$ cat src/rtl/lsu_if.sv
// Request/response handshake and word-memory port between the pipeline, the LSU and the data memory.
interface lsu_if;
  logic        req_valid;
  logic        req_ready;
  logic        req_is_store;
  logic [2:0]  req_type;
  logic [15:0] req_addr;
  logic [31:0] req_wdata;
  logic        resp_valid;
  logic [31:0] resp_rdata;
  logic        resp_err;
  logic [13:0] mem_addr;
  logic        mem_we;
  logic [31:0] mem_wdata;
  logic [31:0] mem_rdata;

  // Pipeline and memory side.
  modport master (
    output req_valid, req_is_store, req_type, req_addr, req_wdata, mem_rdata,
    input  req_ready, resp_valid, resp_rdata, resp_err, mem_addr, mem_we, mem_wdata
  );

  // LSU side.
  modport slave (
    input  req_valid, req_is_store, req_type, req_addr, req_wdata, mem_rdata,
    output req_ready, resp_valid, resp_rdata, resp_err, mem_addr, mem_we, mem_wdata
  );
endinterface

$ cat src/rtl/lsu.sv
// Load/store unit: byte/half/word accesses on a word-wide memory, including accesses that
// straddle two words, done as read-modify-write sequences through a small FSM.
module lsu (
  input  logic clk,
  input  logic rst,
  lsu_if.slave bus
);

  typedef enum logic [2:0] {IDLE, RD_LO, RD_HI, WR_LO, WR_HI, RESP} state_t;

  state_t      state, state_nxt;
  logic        is_store_q;
  logic [2:0]  type_q;
  logic [15:0] addr_q;
  logic [31:0] wdata_q;
  logic [31:0] lo_buf, hi_buf;

  function automatic logic is_illegal(input logic st, input logic [2:0] t);
    if (st) return t > 3'd2;
    return (t == 3'd3) || (t > 3'd5);
  endfunction

  function automatic logic [2:0] size_of(input logic [2:0] t);
    case (t[1:0])
      2'b00:   return 3'd1;
      2'b01:   return 3'd2;
      default: return 3'd4;
    endcase
  endfunction

  function automatic logic spans(input logic [1:0] off, input logic [2:0] t);
    return ({1'b0, off} + size_of(t)) > 3'd4;
  endfunction

  logic [1:0]  offset;
  logic [4:0]  bit_shift;
  logic [13:0] lo_idx, hi_idx;
  logic        span_q, illegal_q;
  logic [63:0] pair, byte_mask, mask_sh, wd_sh, merged;
  logic [31:0] load_raw, load_ext;

  assign offset    = addr_q[1:0];
  assign bit_shift = {offset, 3'b000};
  assign lo_idx    = addr_q[15:2];
  assign hi_idx    = lo_idx + 14'd1;  // wraps 0x3FFF -> 0x0000
  assign span_q    = spans(offset, type_q);
  assign illegal_q = is_illegal(is_store_q, type_q);
  assign pair      = {hi_buf, lo_buf};

  always_comb begin
    case (type_q[1:0])
      2'b00:   byte_mask = 64'h0000_0000_0000_00FF;
      2'b01:   byte_mask = 64'h0000_0000_0000_FFFF;
      default: byte_mask = 64'h0000_0000_FFFF_FFFF;
    endcase
  end

  // Stores splice the new bytes into the two-word window; loads shift it down and extend.
  assign mask_sh  = byte_mask << bit_shift;
  assign wd_sh    = {32'd0, wdata_q} << bit_shift;
  assign merged   = (pair & ~mask_sh) | (wd_sh & mask_sh);
  assign load_raw = 32'(pair >> bit_shift);

  always_comb begin
    case (type_q)
      3'b000:  load_ext = {{24{load_raw[7]}}, load_raw[7:0]};
      3'b001:  load_ext = {{16{load_raw[15]}}, load_raw[15:0]};
      3'b100:  load_ext = {24'd0, load_raw[7:0]};
      3'b101:  load_ext = {16'd0, load_raw[15:0]};
      default: load_ext = load_raw;
    endcase
  end

  // NOTE: every output and next-state value gets a default first so no path leaves one unassigned (latch).
  always_comb begin
    state_nxt      = state;
    bus.req_ready  = 1'b0;
    bus.resp_valid = 1'b0;
    bus.resp_rdata = 32'd0;
    bus.resp_err   = 1'b0;
    bus.mem_addr   = 14'd0;
    bus.mem_we     = 1'b0;
    bus.mem_wdata  = 32'd0;
    unique case (state)
      IDLE: begin
        bus.req_ready = 1'b1;
        if (bus.req_valid) begin
          if (is_illegal(bus.req_is_store, bus.req_type))
            state_nxt = RESP;
          else if (bus.req_is_store && bus.req_type == 3'b010 && bus.req_addr[1:0] == 2'b00)
            state_nxt = WR_LO;
          else
            state_nxt = RD_LO;
        end
      end
      RD_LO: begin
        bus.mem_addr = lo_idx;
        if (span_q)          state_nxt = RD_HI;
        else if (is_store_q) state_nxt = WR_LO;
        else                 state_nxt = RESP;
      end
      RD_HI: begin
        bus.mem_addr = hi_idx;
        state_nxt    = is_store_q ? WR_LO : RESP;
      end
      WR_LO: begin
        bus.mem_addr  = lo_idx;
        bus.mem_we    = 1'b1;
        bus.mem_wdata = merged[31:0];
        state_nxt     = span_q ? WR_HI : RESP;
      end
      WR_HI: begin
        bus.mem_addr  = hi_idx;
        bus.mem_we    = 1'b1;
        bus.mem_wdata = merged[63:32];
        state_nxt     = RESP;
      end
      RESP: begin
        bus.resp_valid = 1'b1;
        bus.resp_err   = illegal_q;
        bus.resp_rdata = (is_store_q || illegal_q) ? 32'd0 : load_ext;
        state_nxt      = IDLE;
      end
      default: state_nxt = IDLE;
    endcase
  end

  // NOTE: sequential state uses non-blocking assignments so every register samples pre-edge values.
  always_ff @(posedge clk or posedge rst) begin
    if (rst) begin
      state      <= IDLE;
      is_store_q <= 1'b0;
      type_q     <= 3'd0;
      addr_q     <= 16'd0;
      wdata_q    <= 32'd0;
      lo_buf     <= 32'd0;
      hi_buf     <= 32'd0;
    end else begin
      state <= state_nxt;
      if (state == IDLE && bus.req_valid) begin
        is_store_q <= bus.req_is_store;
        type_q     <= bus.req_type;
        addr_q     <= bus.req_addr;
        wdata_q    <= bus.req_wdata;
      end
      if (state == RD_LO) lo_buf <= bus.mem_rdata;
      if (state == RD_HI) hi_buf <= bus.mem_rdata;
    end
  end

endmodule
$ cat src/flat_wrapper.sv
// flat-port wrapper written by rule: the top's interface ports become plain ports
module lsu_flat 
  (clk, rst, bus_req_valid, bus_req_is_store, bus_req_type, bus_req_addr, bus_req_wdata, bus_mem_rdata, bus_req_ready, bus_resp_valid, bus_resp_rdata, bus_resp_err, bus_mem_addr, bus_mem_we, bus_mem_wdata);
  lsu_if bus_i ();
  input  logic clk;
  input  logic rst;
  input wire logic [$bits(bus_i.req_valid)-1:0] bus_req_valid;
  input wire logic [$bits(bus_i.req_is_store)-1:0] bus_req_is_store;
  input wire logic [$bits(bus_i.req_type)-1:0] bus_req_type;
  input wire logic [$bits(bus_i.req_addr)-1:0] bus_req_addr;
  input wire logic [$bits(bus_i.req_wdata)-1:0] bus_req_wdata;
  input wire logic [$bits(bus_i.mem_rdata)-1:0] bus_mem_rdata;
  output wire logic [$bits(bus_i.req_ready)-1:0] bus_req_ready;
  output wire logic [$bits(bus_i.resp_valid)-1:0] bus_resp_valid;
  output wire logic [$bits(bus_i.resp_rdata)-1:0] bus_resp_rdata;
  output wire logic [$bits(bus_i.resp_err)-1:0] bus_resp_err;
  output wire logic [$bits(bus_i.mem_addr)-1:0] bus_mem_addr;
  output wire logic [$bits(bus_i.mem_we)-1:0] bus_mem_we;
  output wire logic [$bits(bus_i.mem_wdata)-1:0] bus_mem_wdata;
  assign bus_i.req_valid = bus_req_valid;
  assign bus_i.req_is_store = bus_req_is_store;
  assign bus_i.req_type = bus_req_type;
  assign bus_i.req_addr = bus_req_addr;
  assign bus_i.req_wdata = bus_req_wdata;
  assign bus_i.mem_rdata = bus_mem_rdata;
  assign bus_req_ready = bus_i.req_ready;
  assign bus_resp_valid = bus_i.resp_valid;
  assign bus_resp_rdata = bus_i.resp_rdata;
  assign bus_resp_err = bus_i.resp_err;
  assign bus_mem_addr = bus_i.mem_addr;
  assign bus_mem_we = bus_i.mem_we;
  assign bus_mem_wdata = bus_i.mem_wdata;
  lsu u_core (.clk(clk), .rst(rst), .bus(bus_i));
endmodule
$ cat config.mk
export PLATFORM = sky130hd
export DESIGN_NAME = lsu_flat
export DESIGN_NICKNAME = d
export VERILOG_FILES = /design/src/rtl/lsu_if.sv /design/src/rtl/lsu.sv /design/src/flat_wrapper.sv
export SDC_FILE = /design/constraint.sdc
export NUM_CORES = 1
export LEC_CHECK = 0
export ABC_AREA = 1
export CAP_MARGIN = 40
export CORE_UTILIZATION = 45
export DETAILED_ROUTE_END_ITERATION = 16
export PLACE_DENSITY = 0.81
export SETUP_SLACK_MARGIN = 0.15
export SLEW_MARGIN = 20
export SYNTH_ARGS = -nofsm -noshare
export SYNTH_HDL_FRONTEND = slang
export SYNTH_SLANG_ARGS = --single-unit
$ cat constraint.sdc
create_clock -name clk -period 6.6 [get_ports clk]
set_input_delay 1.32 -clock clk [delete_from_list [all_inputs] [get_ports clk]]
set_output_delay 1.32 -clock clk [all_outputs]
set_load 0.02 [all_outputs]
Word-level counts from Yosys, hierarchy flattened:

Cells that the tools add are included.

* add/subtract/negate cells: 2
* magnitude comparators: 5
* eq/ne operators: 13
* shift operators: 3
* multiplexer cells: 28
* bitwise gates (word level): 4
* reductions and logical operators: 13

Operators with widths (count)
* $and A64 B64 Y64: 2
* $pmux W32 S2: 2
* $pmux W32 S4: 1
* $shl A32 B5 Y64: 2
* $mux W32: 2
* $not A64 Y64: 1
* $or A64 B64 Y64: 1
* $shr A64 B5 Y32: 1
* $pmux W14 S2: 1
* $eq A3 B2 Y1 const B: 5
* $mux W1: 15
* $pmux W3 S5: 1
* $add A14 B1 Y14 const B: 1
* $eq A3 B3 Y1 const B: 4
* $mux W3: 4
* $gt A3 B3 Y1 const B: 3
* $eq A3 B1 Y1 const B: 2
* $gt A3 B2 Y1 const B: 2
* $logic_not A3 Y1: 2
* $pmux W3 S2: 1
* $reduce_or A2 Y1: 3
* $logic_not A2 Y1: 2
* $add A2 B3 Y3: 1
* $logic_and A1 B1 Y1: 3
* 4 further kinds: 6

* flip-flop bits (word level): 119
* bits of input ports: 87
* output and inout port bits: 82
* word-level logic and storage cells: 75

Logic depth before layout (Yosys ltp):

Gate-level depths: netlist (run 1).

* depth after elaboration: 9
* gate-level depth with buffers: 13
* gate-level depth less buffers: 13

Least setup slack after synthesis (run 1):

Ideal clock, no wire load.

* path type: register -> output
* start: register u_core.addr_q[0]
* end: output port bus_mem_wdata[13]
* arrival time: 1.966 ns
* required time: 5.280 ns
* slack: 3.314 ns
* stages on the path, launching flop included: 10
* path buffers: 3
* cell sequence: dfrtp_1 buf_4 inv_2 buf_1 ha_1 or2_2 inv_1 buf_2 o21ai_0 o2bb2ai_1

* cells in the longest elaborated chain, start to end: 5
* elaborated cells on any way between the ends: 7
* classes of those cells: 2 x shift; 1 x mux; 4 x bitwise

Ends and longest elaborated chain
* start: declaration: RTL line lsu.sv:14 `logic [15:0] addr_q;`
* start signal: assignment: RTL line lsu.sv:143 `addr_q <= bus.req_addr;`
* $shl A32 B5 Y64: RTL line lsu.sv:59 `assign mask_sh = byte_mask << bit_shift;`
* $not A64 Y64: RTL line lsu.sv:61 `assign merged = (pair & ~mask_sh) | (wd_sh & mask_sh);`
* $and A64 B64 Y64: RTL line lsu.sv:61
* $or A64 B64 Y64 (*): RTL line lsu.sv:61
* $pmux W32 S2 (*): RTL line lsu.sv:84 `unique case (state)`
* end: declaration: RTL line flat_wrapper.sv:19 `output wire logic [$bits(bus_i.mem_wdata)-1:0] bus_mem_wdata;`

Mark *: on every way between the ends. The rest lies on a longest branch, timed or not.

Final worst setup path (run 1):

* start: register u_core.addr_q[1]
* end: output port bus_mem_wdata[26]

The elaborated chain is that of the path after synthesis.

==> results of run 1 <==
==> through the flow <==
step,area [sq um],cells,total power [mW]
2_1_floorplan,7636,1085,3.395
3_3_place_gp,9325,1421,4.467
3_5_place_dp,9380,1423,4.517
4_1_cts,9973,1455,5.471
5_1_grt,9988,1456,5.898
6_report,9988,1456,5.553
==> metal layers <==
metal | wire length (microns) | GRT usage | vias to the layer above
met2 | 12880 | 0.5212 | 487
li1 | - | - | 3820
met4 | 1189 | 0.1450 | 0
met5 | 0 | 0 | -
met3 | 2601 | 0.07612 | 87
met1 | 11060 | 0.4132 | 3875
==> power groups by stage <==
stage	combinational, mW	clock [mW]	sequential, mW
detailed placement	3.09	0	1.43
floorplan	2.10	0	1.29
global placement	3.05	0	1.42
finish	3.18	0.932	1.44
CTS	3.11	0.938	1.42
global route	3.45	0.978	1.47
==> worst min-delay path by stage <==
stage	startpoint	to	slack, ps
final	u_core.hi_buf[24]	u_core.hi_buf[24]	470
after global routing	u_core.hi_buf[25]	u_core.hi_buf[25]	490
after CTS	u_core.hi_buf[24]	u_core.hi_buf[24]	470
after detailed placement	u_core.hi_buf[24]	u_core.hi_buf[24]	460
after global placement	u_core.hi_buf[24]	u_core.hi_buf[24]	450
after floorplan	u_core.hi_buf[24]	u_core.hi_buf[24]	440
==> cell usage in the layout (no fill, tap or decap), types with 4 or more instances in the layout <==
master / Yosys / routed
sky130_fd_sc_hd__buf_4: 6 / 6
sky130_fd_sc_hd__mux2_4: 20 / 20
sky130_fd_sc_hd__o211ai_1: 15 / 15
sky130_fd_sc_hd__nor2_1: 88 / 88
sky130_fd_sc_hd__inv_1: 97 / 96
sky130_fd_sc_hd__clkinvlp_4: 0 / 5
sky130_fd_sc_hd__nand2_2: 5 / 5
sky130_fd_sc_hd__nand2_1: 339 / 339
sky130_fd_sc_hd__a22oi_1: 13 / 13
sky130_fd_sc_hd__nor3_1: 4 / 4
sky130_fd_sc_hd__dfrtp_1: 119 / 118
sky130_fd_sc_hd__nand3_1: 34 / 34
sky130_fd_sc_hd__inv_2: 8 / 8
sky130_fd_sc_hd__o22ai_1: 23 / 23
sky130_fd_sc_hd__or2_2: 5 / 5
sky130_fd_sc_hd__a21oi_1: 88 / 88
sky130_fd_sc_hd__clkbuf_16: 0 / 17
sky130_fd_sc_hd__o21ai_0: 140 / 140
sky130_fd_sc_hd__clkinv_2: 0 / 4
sky130_fd_sc_hd__clkdlybuf4s50_1: 0 / 168
==> logic make-up (layout without fill, tap and decap cells) <==
logic type | Yosys count | count (layout) | share of synthesized area
flops | 119 | 119 | 0.3900
compound gates | 286 | 286 | 0.2029
mux | 24 | 24 | 0.04522
fa+ha+maj | 4 | 4 | 0.007538
buf+inv | 163 | 314 | 0.09372
simple gates | 489 | 489 | 0.2607
==> flip-flops by register name (all words and copies together), names as in the netlist <==
signal             flops
u_core.hi_buf         32
u_core.lo_buf         32
u_core.wdata_q        32
u_core.addr_q         16
u_core.state           3
u_core.type_q          3
u_core.is_store_q      1
==> final cells by class <==
type                            instances  area share
Multi-Input combinational cell        803      0.3952
Sequential cell                       119      0.2983
Timing Repair Buffer                  177      0.1799
Clock buffer                           20     0.04672
Inverter                              105     0.03971
Tap cell                              220     0.02756
Clock inverter                         12     0.01265
==> critical path, stage by stage, from the launching register on <==
cell	delay, ps
sky130_fd_sc_hd__dfrtp_1	610
sky130_fd_sc_hd__buf_4	340
sky130_fd_sc_hd__inv_2	400
sky130_fd_sc_hd__nor2_1	100
sky130_fd_sc_hd__nor2_1	600
sky130_fd_sc_hd__inv_1	260
sky130_fd_sc_hd__nand3_1	150
sky130_fd_sc_hd__nand2_1	60
sky130_fd_sc_hd__o21ai_0	90
sky130_fd_sc_hd__clkdlybuf4s50_1	630
==> results_tabular.tex, run 1 <==
\begin{tabular}{lr}
\hline
Metric & Value \\
\hline
\multicolumn{2}{l}{\textbf{STA}} \\
Share of the clock period used by the worst path & 0.7580 \\
Worst-case clock skew & 5.665 ps \\
Normalized max-slew margin & 0.4557 \\
Worst Hold Margin & 473.2 ps \\
Final setup viols & 0 \\
Minimum clock period after layout & 5003 ps \\
Final number of hold-violating endpoints & 0 \\
Max-slew violation total from the final report & 0 \\
Unrepaired setup endpoints after global routing & false \\
FMAX & 199.9 MHz \\
Setup total negative slack & 0 ps \\
Slew at the pin closest to its max-slew limit & 816.5 ps \\
Min setup slack post-route & 1597 ps \\
\multicolumn{2}{l}{\textbf{Cells and area}} \\
\# diodes & 0 \\
Layout cells sized above 1 & 0.07605 \\
Signed area change from the synthesized netlist to the final layout & 30.80\% \\
Seq. cell area & 2979 sq um \\
\# nets final & 1314 \\
Final Core Density & 0.6023 \\
Multi-input combinational cell area & 3948 sq um \\
Filler cell count & 1570 \\
\multicolumn{2}{l}{\textbf{Die}} \\
Die height & 132.3 microns \\
Core box area & 16580 sq um \\
Initial cell density of the core & 0.4605 \\
Ports placed on the boundary & 169 \\
Full die area & 17490 sq um \\
Floorplan row count & 47 \\
Horizontal extent of the die & 132.3 microns \\
\multicolumn{2}{l}{\textbf{GRT}} \\
Vias in the first global route & 7807 \\
Maximum number of pins on one net before global-route repair & 91 \\
Final global-route overflow total & 0 \\
Overall Global Routing Usage & 0.3231 \\
Initial antenna violation count & 0 \\
Wire length of the first global-routing pass & 43040 microns \\
\multicolumn{2}{l}{\textbf{Worst setup path}} \\
Crit Path Category & reg2out \\
Type of origin of the critical path & register \\
FF-to-FF End & u\_core.state[2] \\
Endpoint required time on the critical path & 5280 ps \\
Endpoint class of the critical path & output pin \\
WP data arrival & 3680 ps \\
Worst setup path start & u\_core.addr\_q[1] \\
Reg2reg path depth & 9 \\
Register-to-register setup slack & 4000 ps \\
Maximum fanout along the worst path & 26 \\
Startpoint of the worst-slack reg-to-reg timing path & u\_core.addr\_q[1] \\
Capture point of the worst path & bus\_mem\_wdata[26] \\
\multicolumn{2}{l}{\textbf{Clock network}} \\
Number of buffers inserted by hold repair at cts & 0 \\
Clock-pin slew reported for the worst setup and hold paths after clock tree synthesis & 60 ps \\
Insertion delay of the later-clocked pin in the worst-skew pair & 420 ps \\
Post-CTS sizing & 0 \\
CTS tree & done \\
Root buffer cell & sky130\_fd\_sc\_hd\_\_clkbuf\_16 \\
Total clock buffers created by CTS & 17 \\
Max H-tree Level & 4 \\
Total setup buffers inserted after CTS & 0 \\
Buffers from clock root to sink, at most & 2 \\
Clk sink count & 119 \\
\multicolumn{2}{l}{\textbf{Pwr}} \\
IR Drop Worst-Case VDD & 0.3278 mV \\
Reported leakage power & 4.722 nW \\
Clk network pwr share & 0.168 \\
Power share of the sequential group & 0.259 \\
Cell-internal power & 2.811 mW \\
Switching share of power & 0.4939 \\
NetSw & 2.743 mW \\
Power density over the cells & 556.0 nW/um\^{}2 \\
Fraction of power consumed by combinational cells & 0.573 \\
\multicolumn{2}{l}{\textbf{Yosys}} \\
Total of warnings raised by yosys & 0 \\
Post-synth top cells & sky130\_fd\_sc\_hd\_\_nand2\_1, sky130\_fd\_sc\_hd\_\_o21ai\_0, sky130\_fd\_sc\_hd\_\_dfrtp\_1 \\
Register bit count reported by yosys & 119 \\
Largest cells by area after synthesis & sky130\_fd\_sc\_hd\_\_dfrtp\_1, sky130\_fd\_sc\_hd\_\_nand2\_1, sky130\_fd\_sc\_hd\_\_o21ai\_0 \\
Fraction of registers with async set or reset after synthesis & 1.000 \\
Top cell type's share of synthesized area & 0.3900 \\
Cell area after synthesis & 7636 sq um \\
Synthesized area per cell & 7.038 sq um \\
Most frequent cell after synthesis & sky130\_fd\_sc\_hd\_\_nand2\_1 \\
Register area share after synthesis & 0.3900 \\
Main synth FF type & sky130\_fd\_sc\_hd\_\_dfrtp\_1 \\
Biggest area consumer among synthesized cells & sky130\_fd\_sc\_hd\_\_dfrtp\_1 \\
Number of enable-type register cells in the synthesized netlist & 0 \\
Post-synthesis cell count & 1085 \\
Net count after synthesis & 1176 \\
Yosys cell types & 37 \\
\multicolumn{2}{l}{\textbf{Route}} \\
Routed Antenna Nets & 0 \\
Routed vias/inst & 5.679 \\
Detailed-route wire length per cell & 19.05 microns \\
Drt first pass iters & 6 \\
Detailed router's first-iteration violation count & 966 \\
Vias post-DR & 8269 \\
Residual DRC & 0 \\
Total wire length after detailed routing & 27730 microns \\
\multicolumn{2}{l}{\textbf{Status}} \\
Outcome & complete, no violations \\
\multicolumn{2}{l}{\textbf{Min path}} \\
Hold crit path type & reg2reg \\
Number of cells on the worst hold path & 2 \\
\multicolumn{2}{l}{\textbf{Place}} \\
Count of input and output buffers & 168 \\
Setup slack at placement & 2152 ps \\
Total half-perimeter wirelength after legalization and detailed placement & 20100 microns \\
Final Wtd Congestion & 0.9782 \\
\multicolumn{2}{l}{\textbf{Run}} \\
MaxCap Viol Count & 0 \\
\hline
\end{tabular}
(Power assumes the default switching activity.)
==> inputs of run 2 (changes only) <==
==> constraint.sdc (replaced) <==
create_clock -name clk -period 5.2 [get_ports clk]
set_input_delay 1.04 -clock clk [delete_from_list [all_inputs] [get_ports clk]]
set_output_delay 1.04 -clock clk [all_outputs]
set_load 0.02 [all_outputs]
==> results_tabular.tex, run 2 (synthesis gave the netlist of run 1 again) <==
\begin{tabular}{lr}
\hline
Metric & Value \\
\hline
\multicolumn{2}{l}{\textbf{Pwr}} \\
IR Drop Worst-Case VDD & 0.4647 mV (+42\%) \\
Reported leakage power & 4.710 nW (-0.24\%) \\
Power density over the cells & 708.2 nW/um\^{}2 (+27\%) \\
\multicolumn{2}{l}{\textbf{Cells and area}} \\
Signed area change from the synthesized netlist to the final layout & 30.56\% \\
Final Core Density & 0.6012 (-0.001132) \\
Finished Layout Cells & 1454 (-0.14\%) \\
Leading registers by flop count & u\_core.hi\_buf: 32 flops, u\_core.lo\_buf: 32 flops, u\_core.wdata\_q: 32 flops \\
\# diodes & 0 (unchanged) \\
\# nets final & 1312 (-0.15\%) \\
Most common cell after layout, fill and taps aside & sky130\_fd\_sc\_hd\_\_nand2\_1 \\
Filler cell count & 1545 (-1.6\%) \\
Layout cells sized above 1 & 0.07455 (-0.001497) \\
Leading cell types in the layout, fill and taps excluded & sky130\_fd\_sc\_hd\_\_nand2\_1, sky130\_fd\_sc\_hd\_\_clkdlybuf4s50\_1, sky130\_fd\_sc\_hd\_\_o21ai\_0, sky130\_fd\_sc\_hd\_\_dfrtp\_1, sky130\_fd\_sc\_hd\_\_inv\_1 \\
\multicolumn{2}{l}{\textbf{STA}} \\
Unrepaired setup endpoints after global routing & false \\
Minimum clock period after layout & 4596 ps \\
Share of the clock period used by the worst path & 0.8839 \\
Final number of hold-violating endpoints & 0 (unchanged) \\
Slew at the pin closest to its max-slew limit & 830.7 ps (+14.18 ps) \\
Final setup viols & 0 (unchanged) \\
Normalized max-slew margin & 0.4449 (-0.01079) \\
Min setup slack post-route & 603.9 ps (-993.0 ps) \\
Worst Hold Margin & 470.1 ps (-3.097 ps) \\
Max-slew violation total from the final report & 0 (unchanged) \\
Worst-case clock skew & 8.035 ps (+2.369 ps) \\
Setup total negative slack & 0 ps (unchanged) \\
FMAX & 217.6 MHz \\
\multicolumn{2}{l}{\textbf{Worst setup path}} \\
FF-to-FF End & u\_core.lo\_buf[24] \\
Startpoint of the worst-slack reg-to-reg timing path & u\_core.state[0] \\
WP data arrival & 3560 ps (-120 ps) \\
Maximum fanout along the worst path & 36 (+38\%) \\
Reg2reg path depth & 7 (-2) \\
Endpoint class of the critical path & output pin \\
Type of origin of the critical path & register \\
Endpoint required time on the critical path & 4160 ps (-1120 ps) \\
Register-to-register setup slack & 2760 ps (-1240 ps) \\
Crit Path Category & reg2out \\
\multicolumn{2}{l}{\textbf{Clock network}} \\
Clk sink count & 119 (unchanged) \\
Max H-tree Level & 4 (unchanged) \\
Number of buffers inserted by hold repair at cts & 0 (unchanged) \\
Total setup buffers inserted after CTS & 0 (unchanged) \\
Total clock buffers created by CTS & 17 (unchanged) \\
Buffers from clock root to sink, at most & 2 (unchanged) \\
Insertion delay of the later-clocked pin in the worst-skew pair & 440 ps (+20 ps) \\
Clock-pin slew reported for the worst setup and hold paths after clock tree synthesis & 60 ps (about the same) \\
Post-CTS sizing & 0 (unchanged) \\
CTS tree & done \\
Root buffer cell & sky130\_fd\_sc\_hd\_\_clkbuf\_16 \\
\multicolumn{2}{l}{\textbf{Route}} \\
Detailed router's first-iteration violation count & 940 (-2.7\%) \\
Routed Antenna Nets & 0 (unchanged) \\
Routed vias/inst & 5.715 (+0.63\%) \\
Detailed-route wire length per cell & 18.98 microns (-0.33\%) \\
Residual DRC & 0 (unchanged) \\
Drt first pass iters & 5 (-1) \\
Total wire length after detailed routing & 27600 microns (-0.47\%) \\
Vias post-DR & 8310 (+0.50\%) \\
\multicolumn{2}{l}{\textbf{GRT}} \\
Overall Global Routing Usage & 0.3229 (about the same) \\
Initial antenna violation count & 0 (unchanged) \\
Wire length of the first global-routing pass & 42890 microns (-0.35\%) \\
Vias in the first global route & 7894 (+1.1\%) \\
Final global-route overflow total & 0 (unchanged) \\
Maximum number of pins on one net before global-route repair & 91 (unchanged) \\
\multicolumn{2}{l}{\textbf{Die}} \\
Initial cell density of the core & 0.4605 (unchanged) \\
Full die area & 17490 sq um (unchanged) \\
Core box area & 16580 sq um (unchanged) \\
Ports placed on the boundary & 169 (unchanged) \\
Horizontal extent of the die & 132.3 microns (unchanged) \\
Floorplan row count & 47 (unchanged) \\
Die height & 132.3 microns (unchanged) \\
\multicolumn{2}{l}{\textbf{Place}} \\
DP Cell Count & 1422 (-0.070\%) \\
Setup slack at placement & 1179 ps (-973.1 ps) \\
Total half-perimeter wirelength after legalization and detailed placement & 19850 microns (-1.2\%) \\
Final Wtd Congestion & 1.021 (+4.3\%) \\
Count of input and output buffers & 168 (unchanged) \\
\multicolumn{2}{l}{\textbf{Run}} \\
MaxCap Viol Count & 0 (unchanged) \\
\multicolumn{2}{l}{\textbf{Min path}} \\
Hold wc startpoint & u\_core.hi\_buf[24] \\
Number of cells on the worst hold path & 2 (unchanged) \\
Hold crit path type & reg2reg \\
Terminating pin of the worst hold path & u\_core.hi\_buf[24] \\
\multicolumn{2}{l}{\textbf{Status}} \\
Outcome & complete, no violations \\
\hline
\end{tabular}
run 2: cell count changes in the layout (fill, tap and decap cells not counted):
| cell | previous run | this run |
|---|---|---|
| sky130_fd_sc_hd__clkinv_4 | 1 | 6 |
| sky130_fd_sc_hd__clkinv_2 | 4 | 1 |
| sky130_fd_sc_hd__clkbuf_8 | 3 | 1 |
| sky130_fd_sc_hd__buf_16 | 2 | 1 |
| sky130_fd_sc_hd__buf_8 | 1 | 0 |
| sky130_fd_sc_hd__bufinv_16 | 2 | 3 |
| sky130_fd_sc_hd__clkinvlp_4 | 5 | 4 |
run 2: per-layer routing:
layer,global-route usage,share of wire,up-vias
li1,-,-,3818
met1,0.4170,0.39,3862
met2,0.5041,0.45,539
met3,0.08112,0.11,91
met4,0.1616,0.047,0
met5,0,0,-
run 2: how the worst max path moves through the flow:
stage               cells past startpoint  slack, ps        startpoint                 to
floorplan                               1       1000               rst   u_core.addr_q[0]
global placement                        9       1270  u_core.addr_q[0]  bus_mem_wdata[26]
detailed placement                      9       1180  u_core.addr_q[0]  bus_mem_wdata[26]
CTS                                     9        710  u_core.addr_q[0]  bus_mem_wdata[26]
global route                            9        460  u_core.addr_q[0]  bus_mem_wdata[26]
finish                                  9        600  u_core.addr_q[0]  bus_mem_wdata[26]
run 2: layout make-up:
| class | instances | area (sq um) | area share |
|---|---|---|---|
| Clock buffer | 18 | 439.2 | 0.04405 |
| Sequential cell | 119 | 2979 | 0.2988 |
| Timing Repair Buffer | 175 | 1754 | 0.1760 |
| Clock inverter | 14 | 177.7 | 0.01782 |
| Tap cell | 220 | 275.3 | 0.02761 |
| Multi-Input combinational cell | 803 | 3948 | 0.3960 |
| Inverter | 105 | 396.6 | 0.03978 |
run 2: worst max-delay path, stage by stage, from the launching register on:
cell	delay, ps
sky130_fd_sc_hd__dfrtp_2	400
sky130_fd_sc_hd__inv_2	490
sky130_fd_sc_hd__ha_1	270
sky130_fd_sc_hd__nor2_1	60
sky130_fd_sc_hd__nor2_1	650
sky130_fd_sc_hd__inv_1	270
sky130_fd_sc_hd__nand3_1	150
sky130_fd_sc_hd__nand2_1	60
sky130_fd_sc_hd__o21ai_0	90
sky130_fd_sc_hd__clkdlybuf4s50_1	650
run 2: through the flow:
stage,power [mW],area [sq um]
after global placement,5.644,9325
after CTS,6.966,9970
after detailed placement,5.697,9353
final,7.060,9970
after global routing,7.497,9970
after floorplan,4.309,7636
run 2: report_power, final:
part	switching (mW)	total, mW	internal (mW)
sequential	0.419	1.81	1.39
clock	0.473	1.24	0.768
combinational	2.58	4.01	1.43
total	3.48	7.06	3.58
==> inputs of run 3 (changes only) <==
--- a/config.mk
+++ b/config.mk
@@ -6,12 +6,12 @@
 export NUM_CORES = 1
 export LEC_CHECK = 0
 export ABC_AREA = 1
-export CAP_MARGIN = 40
+export CAP_MARGIN = 0
 export CORE_UTILIZATION = 45
 export DETAILED_ROUTE_END_ITERATION = 16
 export PLACE_DENSITY = 0.81
 export SETUP_SLACK_MARGIN = 0.15
-export SLEW_MARGIN = 20
+export SLEW_MARGIN = 10
 export SYNTH_ARGS = -nofsm -noshare
 export SYNTH_HDL_FRONTEND = slang
 export SYNTH_SLANG_ARGS = --single-unit
==> results_tabular.tex, run 3 (synthesis gave the netlist of run 1 again) <==
\begin{tabular}{lr}
\hline
Metric & Value \\
\hline
\multicolumn{2}{l}{\textbf{Status}} \\
Outcome & complete, no violations \\
\multicolumn{2}{l}{\textbf{Pwr}} \\
Switching share of power & 0.4928 (about the same) \\
Power density over the cells & 701.3 nW/um\^{}2 (-0.97\%) \\
PnR Total Power & 6.926 mW (-1.9\%) \\
Fraction of power consumed by combinational cells & 0.577 (+0.009) \\
Power share of the sequential group & 0.261 (+0.005) \\
NetSw & 3.413 mW (-1.8\%) \\
IR Drop Worst-Case VDD & 0.5033 mV (+8.3\%) \\
Clk network pwr share & 0.162 (-0.014) \\
Reported leakage power & 4.674 nW (-0.76\%) \\
Cell-internal power & 3.513 mW (-2.0\%) \\
\multicolumn{2}{l}{\textbf{Cells and area}} \\
Filler cell count & 1569 (+1.6\%) \\
\# diodes & 0 (unchanged) \\
Multi-input combinational cell area & 3948 sq um (unchanged) \\
Leading cell types in the layout, fill and taps excluded & sky130\_fd\_sc\_hd\_\_nand2\_1, sky130\_fd\_sc\_hd\_\_clkdlybuf4s50\_1, sky130\_fd\_sc\_hd\_\_o21ai\_0, sky130\_fd\_sc\_hd\_\_dfrtp\_1, sky130\_fd\_sc\_hd\_\_inv\_1 \\
\# nets final & 1311 (-0.076\%) \\
Layout cells sized above 1 & 0.07073 (-0.003823) \\
Most common cell after layout, fill and taps aside & sky130\_fd\_sc\_hd\_\_nand2\_1 \\
Seq. cell area & 2979 sq um (unchanged) \\
Final Core Density & 0.5955 (-0.005659) \\
Signed area change from the synthesized netlist to the final layout & 29.33\% \\
Post-route standard cell area excluding fillers & 9876 sq um (-0.94\%) \\
Leading registers by flop count & u\_core.hi\_buf: 32 flops, u\_core.lo\_buf: 32 flops, u\_core.wdata\_q: 32 flops \\
\multicolumn{2}{l}{\textbf{Die}} \\
Horizontal extent of the die & 132.3 microns (unchanged) \\
Initial cell density of the core & 0.4605 (unchanged) \\
Full die area & 17490 sq um (unchanged) \\
Floorplan row count & 47 (unchanged) \\
Ports placed on the boundary & 169 (unchanged) \\
Die height & 132.3 microns (unchanged) \\
Core box area & 16580 sq um (unchanged) \\
\multicolumn{2}{l}{\textbf{Worst setup path}} \\
WP data arrival & 3520 ps (-40 ps) \\
Capture point of the worst path & bus\_mem\_wdata[26] \\
Reg2reg path depth & 7 (unchanged) \\
Worst setup path start & u\_core.addr\_q[0] \\
Register-to-register setup slack & 2740 ps (-20 ps) \\
Endpoint required time on the critical path & 4160 ps (about the same) \\
Maximum fanout along the worst path & 36 (unchanged) \\
FF-to-FF End & u\_core.lo\_buf[24] \\
Endpoint class of the critical path & output pin \\
Type of origin of the critical path & register \\
Startpoint of the worst-slack reg-to-reg timing path & u\_core.state[0] \\
Crit Path Category & reg2out \\
\multicolumn{2}{l}{\textbf{Clock network}} \\
Max H-tree Level & 4 (unchanged) \\
Root buffer cell & sky130\_fd\_sc\_hd\_\_clkbuf\_16 \\
Clock-pin slew reported for the worst setup and hold paths after clock tree synthesis & 60 ps (about the same) \\
CTS tree & done \\
Clk sink count & 119 (unchanged) \\
Total setup buffers inserted after CTS & 0 (unchanged) \\
Number of buffers inserted by hold repair at cts & 0 (unchanged) \\
Total clock buffers created by CTS & 17 (unchanged) \\
Post-CTS sizing & 0 (unchanged) \\
Insertion delay of the later-clocked pin in the worst-skew pair & 430 ps (about the same) \\
Buffers from clock root to sink, at most & 2 (unchanged) \\
\multicolumn{2}{l}{\textbf{Place}} \\
Placed inst area & 9325 sq um (-0.29\%) \\
Final Wtd Congestion & 1.021 (unchanged) \\
Total half-perimeter wirelength after legalization and detailed placement & 19790 microns (-0.30\%) \\
Count of input and output buffers & 168 (unchanged) \\
\multicolumn{2}{l}{\textbf{STA}} \\
Unrepaired setup endpoints after global routing & false \\
Slew at the pin closest to its max-slew limit & 961.1 ps (+130.4 ps) \\
Normalized max-slew margin & 0.3593 (-0.08557) \\
Minimum clock period after layout & 4558 ps (-38.48 ps) \\
FMAX & 219.4 MHz (+0.84\%) \\
Final setup viols & 0 (unchanged) \\
Worst-case clock skew & 4.708 ps (-3.326 ps) \\
Max-slew violation total from the final report & 0 (unchanged) \\
Final number of hold-violating endpoints & 0 (unchanged) \\
Setup total negative slack & 0 ps (unchanged) \\
Share of the clock period used by the worst path & 0.8765 (-0.007401) \\
\multicolumn{2}{l}{\textbf{GRT}} \\
Final global-route overflow total & 0 (unchanged) \\
Initial antenna violation count & 0 (unchanged) \\
Vias in the first global route & 7792 (-1.3\%) \\
Maximum number of pins on one net before global-route repair & 91 (unchanged) \\
Overall Global Routing Usage & 0.3172 (-0.005707) \\
Wire length of the first global-routing pass & 42170 microns (-1.7\%) \\
\multicolumn{2}{l}{\textbf{Route}} \\
Detailed-route wire length per cell & 18.81 microns (-0.90\%) \\
Drt first pass iters & 9 (+4) \\
Total wire length after detailed routing & 27280 microns (-1.2\%) \\
Detailed router's first-iteration violation count & 960 (+2.1\%) \\
Routed Antenna Nets & 0 (unchanged) \\
Vias post-DR & 8149 (-1.9\%) \\
Residual DRC & 0 (unchanged) \\
Routed vias/inst & 5.620 (-1.7\%) \\
\multicolumn{2}{l}{\textbf{Run}} \\
MaxCap Viol Count & 0 (unchanged) \\
\multicolumn{2}{l}{\textbf{Min path}} \\
Hold crit path type & reg2reg \\
Number of cells on the worst hold path & 2 (unchanged) \\
\hline
\end{tabular}
run 3: per-layer routing:
| layer | routed length (microns) | share of wire | global-route usage | vias up |
|---|---|---|---|---|
| met1 | 11010 | 0.40 | 0.4012 | 3790 |
| met3 | 2633 | 0.097 | 0.08612 | 77 |
| li1 | - | - | - | 3813 |
| met4 | 1280 | 0.047 | 0.1711 | 0 |
| met2 | 12360 | 0.45 | 0.4947 | 469 |
| met5 | 0 | 0 | 0 | - |
run 3: worst min path at each step:
stage,slack [ps],to,start
after floorplan,440,u_core.hi_buf[24],u_core.hi_buf[24]
after global placement,460,u_core.hi_buf[24],u_core.hi_buf[24]
final,470,u_core.hi_buf[24],u_core.hi_buf[24]
after detailed placement,460,u_core.hi_buf[24],u_core.hi_buf[24]
after global routing,480,u_core.hi_buf[28],u_core.hi_buf[28]
after CTS,470,u_core.hi_buf[24],u_core.hi_buf[24]
run 3: cell type report:
class	count	share of cell area
Inverter	105	0.04016
Tap cell	220	0.02787
Timing Repair Buffer	174	0.1748
Multi-Input combinational cell	803	0.3997
Sequential cell	119	0.3017
Clock buffer	19	0.04485
Clock inverter	10	0.01090
run 3: stage by stage:
step / setup slack (ps) / cells / hold WS [ps]
final: 642.4 / 1450 / 474.6
after global routing: 535.9 / 1450 / 480.7
after CTS: 726.1 / 1450 / 473.0
after detailed placement: 1162 / 1421 / 459.0
after global placement: 1265 / 1421 / 455.8
after floorplan: 1003 / 1085 / 442.2
run 3: worst max-delay path: stages (launching register included):
cell and delay [ps]:
sky130_fd_sc_hd__dfrtp_2 400, sky130_fd_sc_hd__inv_2 510, sky130_fd_sc_hd__ha_1 270, sky130_fd_sc_hd__nor2_1 60
sky130_fd_sc_hd__nor2_1 640, sky130_fd_sc_hd__inv_1 260, sky130_fd_sc_hd__nand3_1 150, sky130_fd_sc_hd__nand2_1 70
sky130_fd_sc_hd__o21ai_0 90, sky130_fd_sc_hd__clkdlybuf4s50_1 640
run 3: power groups by stage:
stage               Combinational (mW)  Clock [mW]  Sequential, mW
floorplan                         2.67           0            1.64
global placement                  3.85           0            1.80
detailed placement                3.89           0            1.80
CTS                               3.92        1.13            1.79
global route                      4.34        1.17            1.85
finish                            3.99        1.12            1.81
